<file path="config.mk">
export PLATFORM = sky130hd
export DESIGN_NAME = seq_detect_param
export DESIGN_NICKNAME = d
export VERILOG_FILES = /design/src/rtl/seq_detect_param.sv
export SDC_FILE = /design/constraint.sdc
export NUM_CORES = 1
export LEC_CHECK = 0
export CAP_MARGIN = 20
export CORE_ASPECT_RATIO = 0.9
export CORE_MARGIN = 5
export CORE_UTILIZATION = 31
export DETAILED_ROUTE_END_ITERATION = 12
export HOLD_SLACK_MARGIN = 0.02
export PLACE_DENSITY = 0.54
export SETUP_SLACK_MARGIN = 0.2
export SYNTH_ARGS = -nofsm -noshare
export SYNTH_HDL_FRONTEND = slang
export SYNTH_SLANG_ARGS = --single-unit
</file>
<file path="constraint.sdc">
create_clock -name clk -period 3.2 [get_ports clk]
set_input_delay 0.32 -clock clk [delete_from_list [all_inputs] [get_ports clk]]
set_output_delay 0.32 -clock clk [all_outputs]
set_load 0.005 [all_outputs]
</file>
<file path="src/rtl/seq_detect_param.sv">
// seq_detect_param: runtime-programmable Mealy serial pattern detector.
// Define SEQDET_COUNT_EN to build the saturating detection counter.
module seq_detect_param #(
    parameter int                 MAX_LEN     = 8,
    parameter logic [MAX_LEN-1:0] RST_PATTERN = 8'b0000_1101,
    parameter int                 RST_LEN     = 4,
    parameter int                 CNT_W       = 8,
    localparam int                LEN_W       = $clog2(MAX_LEN + 1)
) (
    input  logic               clk,
    input  logic               reset,
    input  logic               in_valid,
    input  logic               in_bit,
    input  logic               cfg_load,
    input  logic [MAX_LEN-1:0] cfg_pattern,
    input  logic [LEN_W-1:0]   cfg_len,
    input  logic               cfg_overlap,
    output logic               out,
    output logic [CNT_W-1:0]   det_count
);

    logic [MAX_LEN-2:0] hist;
    logic [LEN_W-1:0]   fill;
    logic [MAX_LEN-1:0] pat_r;
    logic [LEN_W-1:0]   len_r;
    logic               ovl_r;

    logic               len_ok;
    logic               fill_ok;
    logic               hist_ok;
    logic               match;
    logic [MAX_LEN-1:0] hist_sh;
    logic [LEN_W-1:0]   fill_nxt;

    assign len_ok  = (len_r != '0) && (len_r <= LEN_W'(MAX_LEN));
    assign fill_ok = ({1'b0, fill} + (LEN_W + 1)'(1)) >= {1'b0, len_r};

    // Only the newest len_r-1 history bits take part in the compare.
    always_comb begin
        hist_ok = 1'b1;
        for (int k = 1; k < MAX_LEN; k++) begin
            if (k < int'(len_r) && hist[k-1] != pat_r[k]) begin
                hist_ok = 1'b0;
            end
        end
    end

    assign match = in_valid && len_ok && fill_ok &&
                   (in_bit == pat_r[0]) && hist_ok;
    assign out   = match;

    assign hist_sh = {hist, in_bit};

    always_comb begin
        fill_nxt = fill;
        if (match && !ovl_r) begin
            fill_nxt = '0;
        end else if (fill != LEN_W'(MAX_LEN)) begin
            fill_nxt = fill + LEN_W'(1);
        end
    end

    always_ff @(posedge clk or posedge reset) begin
        if (reset) begin
            hist  <= '0;
            fill  <= '0;
            pat_r <= RST_PATTERN;
            len_r <= LEN_W'(RST_LEN);
            ovl_r <= 1'b0;
        end else if (cfg_load) begin
            pat_r <= cfg_pattern;
            len_r <= cfg_len;
            ovl_r <= cfg_overlap;
            fill  <= '0;
        end else if (in_valid) begin
            hist  <= hist_sh[MAX_LEN-2:0];
            fill  <= fill_nxt;
        end
    end

`ifdef SEQDET_COUNT_EN
    logic [CNT_W-1:0] cnt;

    always_ff @(posedge clk or posedge reset) begin
        if (reset) begin
            cnt <= '0;
        end else if (match && cnt != '1) begin
            cnt <= cnt + CNT_W'(1);
        end
    end

    assign det_count = cnt;
`else
    assign det_count = '0;
`endif

endmodule

</file>
==> impl_results.md, run 1 <==
- Post-synthesis sequential area ratio: 0.445
- Total CTS buffers: 3
- Dpl cells: 191
- Relative slew slack: 0.398
- Final Hold Slack: 0.511 ns
- WS Path Type: flip-flop to output pin
- Initial Util: 0.328
- Crit share post-route: 0.768
- Initial antenna violation count: 0
- Row count: 22
- Avg Synthesized Cell Area: 11.6 µm²
- Synth warn: 0
- Ports: 27
- Critical-path cell list: inv_1 > ha_1 > ha_1 > a211oi_1 > o21ai_0 > nor4b_4 > dlymetal6s2s_1
- Clock network fraction of design power: 0.306
- TNS Setup: 0 ns
- Worst-Margin Slew: 0.902 ns
- First-pass GRT wire length: 4.35 mm
- Clk sinks: 24
- Die width: 79.9 µm
- Gpl congestion: 0.724
- Min Tclk post-route: 2.46 ns
- Slowest stage delay, CP: 0.42 ns
- Count of pins over their slew limit: 0
- IO buf count: 18
- Skew-Pair Late Insertion Delay: 0.27 ns
- TritonCTS clock tree: yes
- Leakage dissipation: 0.000701 µW
- Crit end category: output pin
- Final Setup Violations: 0
- Setup Skew: 0.00514 ns
- Core Box Area: 0.00416 mm²
- Die area: 0.00582 mm²
- CP startpoint kind: flip-flop
- Cell-internal power: 636 µW
- Status: completed
- Max Cap Viol: 0
- Clock buffer depth: 2
- Sequential power share: 0.475
- Total GRT Usage: 0.0950
- Worst-path cell with the longest stage delay: dfrtp_1
- CTS clock-pin slew for the worst setup and hold paths: 0.09 ns
- Number of distinct library cells after synthesis: 34
- Worst-path maximum fanout: 5
- PwrDens: 523 mW/mm²
- ANT cells: 0
- Post-DP Area: 0.00156 mm²
- Worst hold path type: flip-flop to flip-flop
- Routed Antenna Nets: 0
- Pre-antenna DRT Iters: 4
- Sw Share: 0.263
- Number of remaining DRC errors: 0
- Maximum VDD drop: 0.259 mV
- Total gr overflow: 0
- H-Tree Depth: 1
- Final non-filler cell total: 197
- Arrival time at the worst endpoint: 2.14 ns
- Most frequent cells in the layout: 20 x dfrtp_1, 17 x clkdlybuf4s50_1, 8 x mux2_2, 8 x mux2_1, 8 x conb_1
- Final Cell Area: 0.00165 mm²
- Vias/cell: 4.56
- Combinational share of power: 0.219
- Synthesized cell area: 0.00136 mm²
- Psw: 227 µW
- Via Count: 899
- DIE HEIGHT: 72.9 µm
- Root buffer cell: clkbuf_8
- Top cell by count, worst path: ha_1
- Fmax: 407 MHz
- Hold Vio Cnt, Final: 0
- CP required: 2.88 ns
- P&R area growth vs syn: 21.2%
- Share of layout cells above drive strength 1: 0.161
- Nets: 162
- Synth Instances: 117
- Number of global-route vias before repair: 971
- Commonest non-fill, non-tap cell in the layout: dfrtp_1
- Dpl hpwl: 1.92 mm
- Wire per inst: 12.5 µm
- Final WL: 2.47 mm
- RSZ-0062 raised after global routing: no
- Pin count of the biggest net entering global routing: 25
- 1st-iter DRT viols: 32
- Synthesized flop and latch total: 24
[what timing repair did]
| item | in CTS | in global routing |
|---|---|---|
| setup buffers | 0 | 2 |
| endpoints found under the setup margin | 0 | 1 |
| hold buffers | 0 | 0 |
| gates resized for setup | 0 | 1 |
[cell families (layout without fill, tap and decap cells)]
group	count (synthesis)	count (layout)	synth area share
AOI/OAI and AO/OA	20	20	0.0947
xor gates and xnor gates	12	12	0.0910
adders and majority gates	6	6	0.0551
buffers and inverters	19	32	0.0846
DFF	24	24	0.445
muxes	17	17	0.140
other	1	8	0.00275
and+or+nand+nor	18	18	0.0873
[cell usage after synthesis]
cell type	count	area share
dfrtp_1	20	0.37
buf_4	9	0.050
mux2_1	8	0.066
mux2_2	8	0.066
inv_1	7	0.019
nand2_1	7	0.019
o21ai_0	7	0.026
xnor2_1	7	0.045
ha_1	6	0.055
a211oi_1	5	0.028
dfstp_2	4	0.077
xor2_1	4	0.026
a21oi_1	2	0.0074
a31oi_1	2	0.0092
nor3b_1	2	0.011
and3_1	1	0.0046
buf_1	1	0.0028
clkbuf_1	1	0.0028
clkbuf_8	1	0.010
conb_1	1	0.0028
mux2i_1	1	0.0074
nand2b_1	1	0.0046
nand3_1	1	0.0037
nand4_1	1	0.0046
nor2_1	1	0.0028
nor2b_1	1	0.0046
nor3_1	1	0.0037
nor4b_2	1	0.011
nor4b_4	1	0.017
o2111ai_1	1	0.0064
o22ai_1	1	0.0046
o32a_1	1	0.0074
o41ai_1	1	0.0064
xor2_4	1	0.020
[critical path: cells and delay by family, from the launching register on]
family	cells	cell delay, ns
buf+inv	2	0.27
compound gates	2	0.26
simple gates	1	0.30
fa+ha+maj	2	0.63
flops	1	0.42
[registers in the layout, summed over array words and instances (netlist names)]
register  flops
fill          4
hist          7
len_r         4
ovl_r         1
pat_r         8
[path summary, 6_finish.rpt]
check | start | end | slack, ns | cells past startpoint
setup reg to reg | fill[0]$_DFFE_PP0P_ | fill[0]$_DFFE_PP0P_ | 1.09 | 8
setup / recovery | fill[0]$_DFFE_PP0P_ | out | 0.74 | 7
min in group asynchronous | reset | hist[1]$_DFFE_PP0P_ | 0.55 | 2
hold / removal | pat_r[5]$_DFFE_PP0P_ | pat_r[5]$_DFFE_PP0P_ | 0.51 | 1
hold reg to reg | pat_r[5]$_DFFE_PP0P_ | pat_r[5]$_DFFE_PP0P_ | 0.51 | 1
max in group asynchronous | reset | len_r[1]$_DFFE_PP0P_ | 2.10 | 2
[per-layer routing]
metal | vias up | track usage | part of all wire
met5 | - | 0 | 0
met4 | 0 | 0.0225 | 0.0065
met3 | 2 | 0.0296 | 0.051
met2 | 22 | 0.169 | 0.51
met1 | 441 | 0.112 | 0.43
li1 | 434 | - | -
[through the flow]
| step | total power (µW) | util | setup slack (ns) |
|---|---|---|---|
| final | 863 | 0.397 | 0.743 |
| after global routing | 922 | 0.397 | 0.557 |
| after CTS | 875 | 0.393 | 0.289 |
| after detailed placement | 607 | 0.376 | 0.586 |
| after global placement | 600 | 0.376 | 0.633 |
| after floorplan | 554 | - | 1.36 |
[power by group through the flow]
stage	Combinational [µW]	Sequential (µW)	Clock, µW
after detailed placement	191	416	0
after global routing	211	420	291
after global placement	185	414	0
final	189	410	264
after CTS	192	411	273
after floorplan	148	405	0
[layout make-up]
| class | count | area, µm² |
|---|---|---|
| clock buffer | 3 | 41.3 |
| clock inverter | 1 | 30.0 |
| fill | 404 | 2510 |
| inverter | 7 | 26.3 |
| multi-input combinational | 81 | 667 |
| sequential | 24 | 606 |
| tap | 60 | 75.1 |
| timing repair buffer | 21 | 205 |
(Power assumes the default switching activity.)
==> run 2: changes to the inputs <==
Settings changed: PLACE_DENSITY 0.54 to 0.55.
Clock period 3.2 ns to 2.2 ns, I/O delays scaled along.
==> run 2 against run 1 <==
- first-iteration DRC count shrank 34%
- clock skew grew 0.0028 ns
- routed wire length up 9.4%
- global-route usage grew 0.54 points
- register-to-register slack worse by 0.82 ns
- die area did not move
- utilization is 3.8 points higher
==> impl_results.md, run 2 (synthesis results as in run 1) <==
- Status: completed (unchanged)
- Initial antenna violation count: 0 (unchanged)
- Sw Share: 0.262 (was 0.263)
- Crit path from: len_r[2]$_DFFE_PP1P_ (was fill[0]$_DFFE_PP0P_)
- Clock buffer depth: 2 (unchanged)
- FF-to-FF setup slack: 0.27 ns (was 1.09 ns)
- Psw: 341 µW (was 227 µW)
- Dpl hpwl: 2.01 mm (was 1.92 mm)
- Final non-filler cell total: 212 (was 197)
- Arrival time at the worst endpoint: 1.89 ns (was 2.14 ns)
- Reg-to-reg startpoint: fill[1]$_DFFE_PP0P_ (was fill[0]$_DFFE_PP0P_)
- Commonest non-fill, non-tap cell in the layout: dfrtp_1 (unchanged)
- Core Box Area: 0.00416 mm² (unchanged)
- 1st-iter DRT viols: 21 (was 32)
- Nets: 177 (was 162)
- Clock network fraction of design power: 0.293 (was 0.306)
- Final Setup Violations: 0 (unchanged)
- ANT cells: 0 (unchanged)
- First-pass GRT wire length: 4.55 mm (was 4.35 mm)
- Via Count: 942 (was 899)
- Fill count: 394 (was 404)
- Worst hold path type: primary input to asynchronous set/reset pin (was flip-flop to flip-flop)
- CTS clock-pin slew for the worst setup and hold paths: 0.09 ns (about the same)
- CP required: 1.98 ns (was 2.88 ns)
- Combinational share of power: 0.249 (was 0.219)
- Max Cap Viol: 0 (unchanged)
- Pin count of the biggest net entering global routing: 25 (unchanged)
- Fmax: 473 MHz
- R2R depth: 8 (unchanged)
- Critical-path cell list: nor4b_2 > o22ai_1 > o32a_1 > nor4b_4 > buf_2 (was inv_1 > ha_1 > ha_1 > a211oi_1 > o21ai_0 > nor4b_4 > dlymetal6s2s_1)
- TritonCTS clock tree: yes (unchanged)
- Most frequent cells in the layout: 18 x dfrtp_1, 17 x clkdlybuf4s50_1, 17 x buf_4 (was 20 x dfrtp_1, 17 x clkdlybuf4s50_1, 8 x mux2_2, 8 x mux2_1, 8 x conb_1)
- Cell-internal power: 962 µW (was 636 µW)
- WS Path Type: flip-flop to output pin (unchanged)
- Routed Antenna Nets: 0 (unchanged)
- PwrDens: 720 mW/mm² (was 523 mW/mm²)
- Number of global-route vias before repair: 1,025 (was 971)
- Die area: 0.00582 mm² (unchanged)
- Skew-Pair Late Insertion Delay: 0.26 ns (was 0.27 ns)
- Slowest stage delay, CP: 0.57 ns (was 0.42 ns)
- Biggest register: pat_r (unchanged)
- Number of remaining DRC errors: 0 (unchanged)
- Sequential power share: 0.458 (was 0.475)
- Final Hold Slack: 0.288 ns (was 0.511 ns)
- Final worst slack: 0.0863 ns (was 0.743 ns)
- H-Tree Depth: 1 (unchanged)
- Row count: 22 (unchanged)
- RSZ-0062 raised after global routing: yes (was no)
- Final design utilization: 0.435 (was 0.397)
- Final WL: 2.70 mm (was 2.47 mm)
- Gpl congestion: 0.739 (was 0.724)
- Dpl cells: 204 (was 191)
- Setup Skew: 0.00798 ns (was 0.00514 ns)
- Pre-antenna DRT Iters: 3 (was 4)
- Crit end category: output pin (unchanged)
- R2r endpoint: fill[0]$_DFFE_PP0P_ (unchanged)
- Largest register FFs: 8 (unchanged)
- CP startpoint kind: flip-flop (unchanged)
- Worst setup path endpoint: out (unchanged)
- Seq. cell area: 608 µm² (was 606 µm²)
- DIE HEIGHT: 72.9 µm (unchanged)
- Vias/cell: 4.44 (was 4.56)
- Share of layout cells above drive strength 1: 0.309 (was 0.161)
- Root buffer cell: clkbuf_8 (unchanged)
- Hold Vio Cnt, Final: 0 (unchanged)
- IO buf count: 18 (unchanged)
- Total gr overflow: 0 (unchanged)
- Count of pins over their slew limit: 0 (unchanged)
- Worst-path maximum fanout: 4 (was 5)
- P&R area growth vs syn: 32.9% (was 21.2%)
- Maximum VDD drop: 0.337 mV (was 0.259 mV)
- Total GRT Usage: 0.100 (was 0.0950)
- Total CTS buffers: 3 (unchanged)
- Min Tclk post-route: 2.11 ns
- Worst-path cell with the longest stage delay: dfstp_2 (was dfrtp_1)
- Wire per inst: 12.7 µm (was 12.5 µm)
- Area occupied by multi-input gates: 714 µm² (was 667 µm²)
- Initial Util: 0.328 (unchanged)
- Clk sinks: 24 (unchanged)
- Ports: 27 (unchanged)
- Pre-CTS setup slack: -0.0926 ns (was 0.586 ns)
- Leakage dissipation: 0.000766 µW (was 0.000701 µW)
- Crit share post-route: 0.961
- TNS Setup: 0 ns (unchanged)
- Largest registers: pat_r x8, hist x7 (unchanged)
- Die width: 79.9 µm (unchanged)
## run 2: cell types whose count changed in the layout (fill, tap and decap cells not counted), sizes merged
cell,change
buf,+16
dlymetal6s2s,-1
## run 2: layout make-up
cell class                      count  area share
Tap cell                           60      0.0415
Clock buffer                        3      0.0228
Multi-Input combinational cell     81       0.395
Timing Repair Buffer               36       0.174
Inverter                            7      0.0145
Clock inverter                      1      0.0166
Sequential cell                    24       0.336
## run 2: per-layer routing
| layer | up-vias | share of wire | global-route usage |
|---|---|---|---|
| met3 | 2 | 0.027 | 0.0160 |
| met5 | - | 0 | 0 |
| met2 | 15 | 0.52 | 0.171 |
| met1 | 463 | 0.44 | 0.125 |
| li1 | 462 | - | - |
| met4 | 0 | 0.013 | 0.0450 |
## run 2: worst min-delay path by stage
stage	from	to	slack [ns]	cells after the start
after floorplan	reset	fill[0]$_DFFE_PP0P_	0.23	1
final	reset	len_r[3]$_DFFE_PP0P_	0.29	3
after global routing	reset	ovl_r$_DFFE_PP0P_	0.35	3
after CTS	reset	hist[3]$_DFFE_PP0P_	0.30	3
after detailed placement	pat_r[5]$_DFFE_PP0P_	pat_r[5]$_DFFE_PP0P_	0.51	1
after global placement	pat_r[5]$_DFFE_PP0P_	pat_r[5]$_DFFE_PP0P_	0.50	1
## run 2: metrics by stage
step	cell area (µm²)	total power [µW]
floorplan	1390	805
global placement	1660	891
detailed placement	1660	901
CTS	1750	1290
global route	1810	1380
finish	1810	1300
## run 2: power by group through the flow
stage / combinational, µW / sequential, µW / clock [µW]
floorplan: 216 / 589 / 0
detailed placement: 296 / 604 / 0
finish: 324 / 597 / 382
global placement: 291 / 600 / 0
global route: 361 / 609 / 409
CTS: 305 / 595 / 394
## run 2: critical path, delay by kind of cell (launching register included)
family,cells,cell delay [ns]
flops,1,0.57
compound gates,2,0.46
simple gates,2,0.44
buf+inv,1,0.16
## run 2: repair_timing
item | in CTS | in global routing
buffers inserted | 2 | 2
hold endpoints to repair | 0 | 0
pin swaps | 1 | 5
endpoints found under the setup margin | 2 | 5
hold buffers | 0 | 0
gates resized for setup | 7 | 10
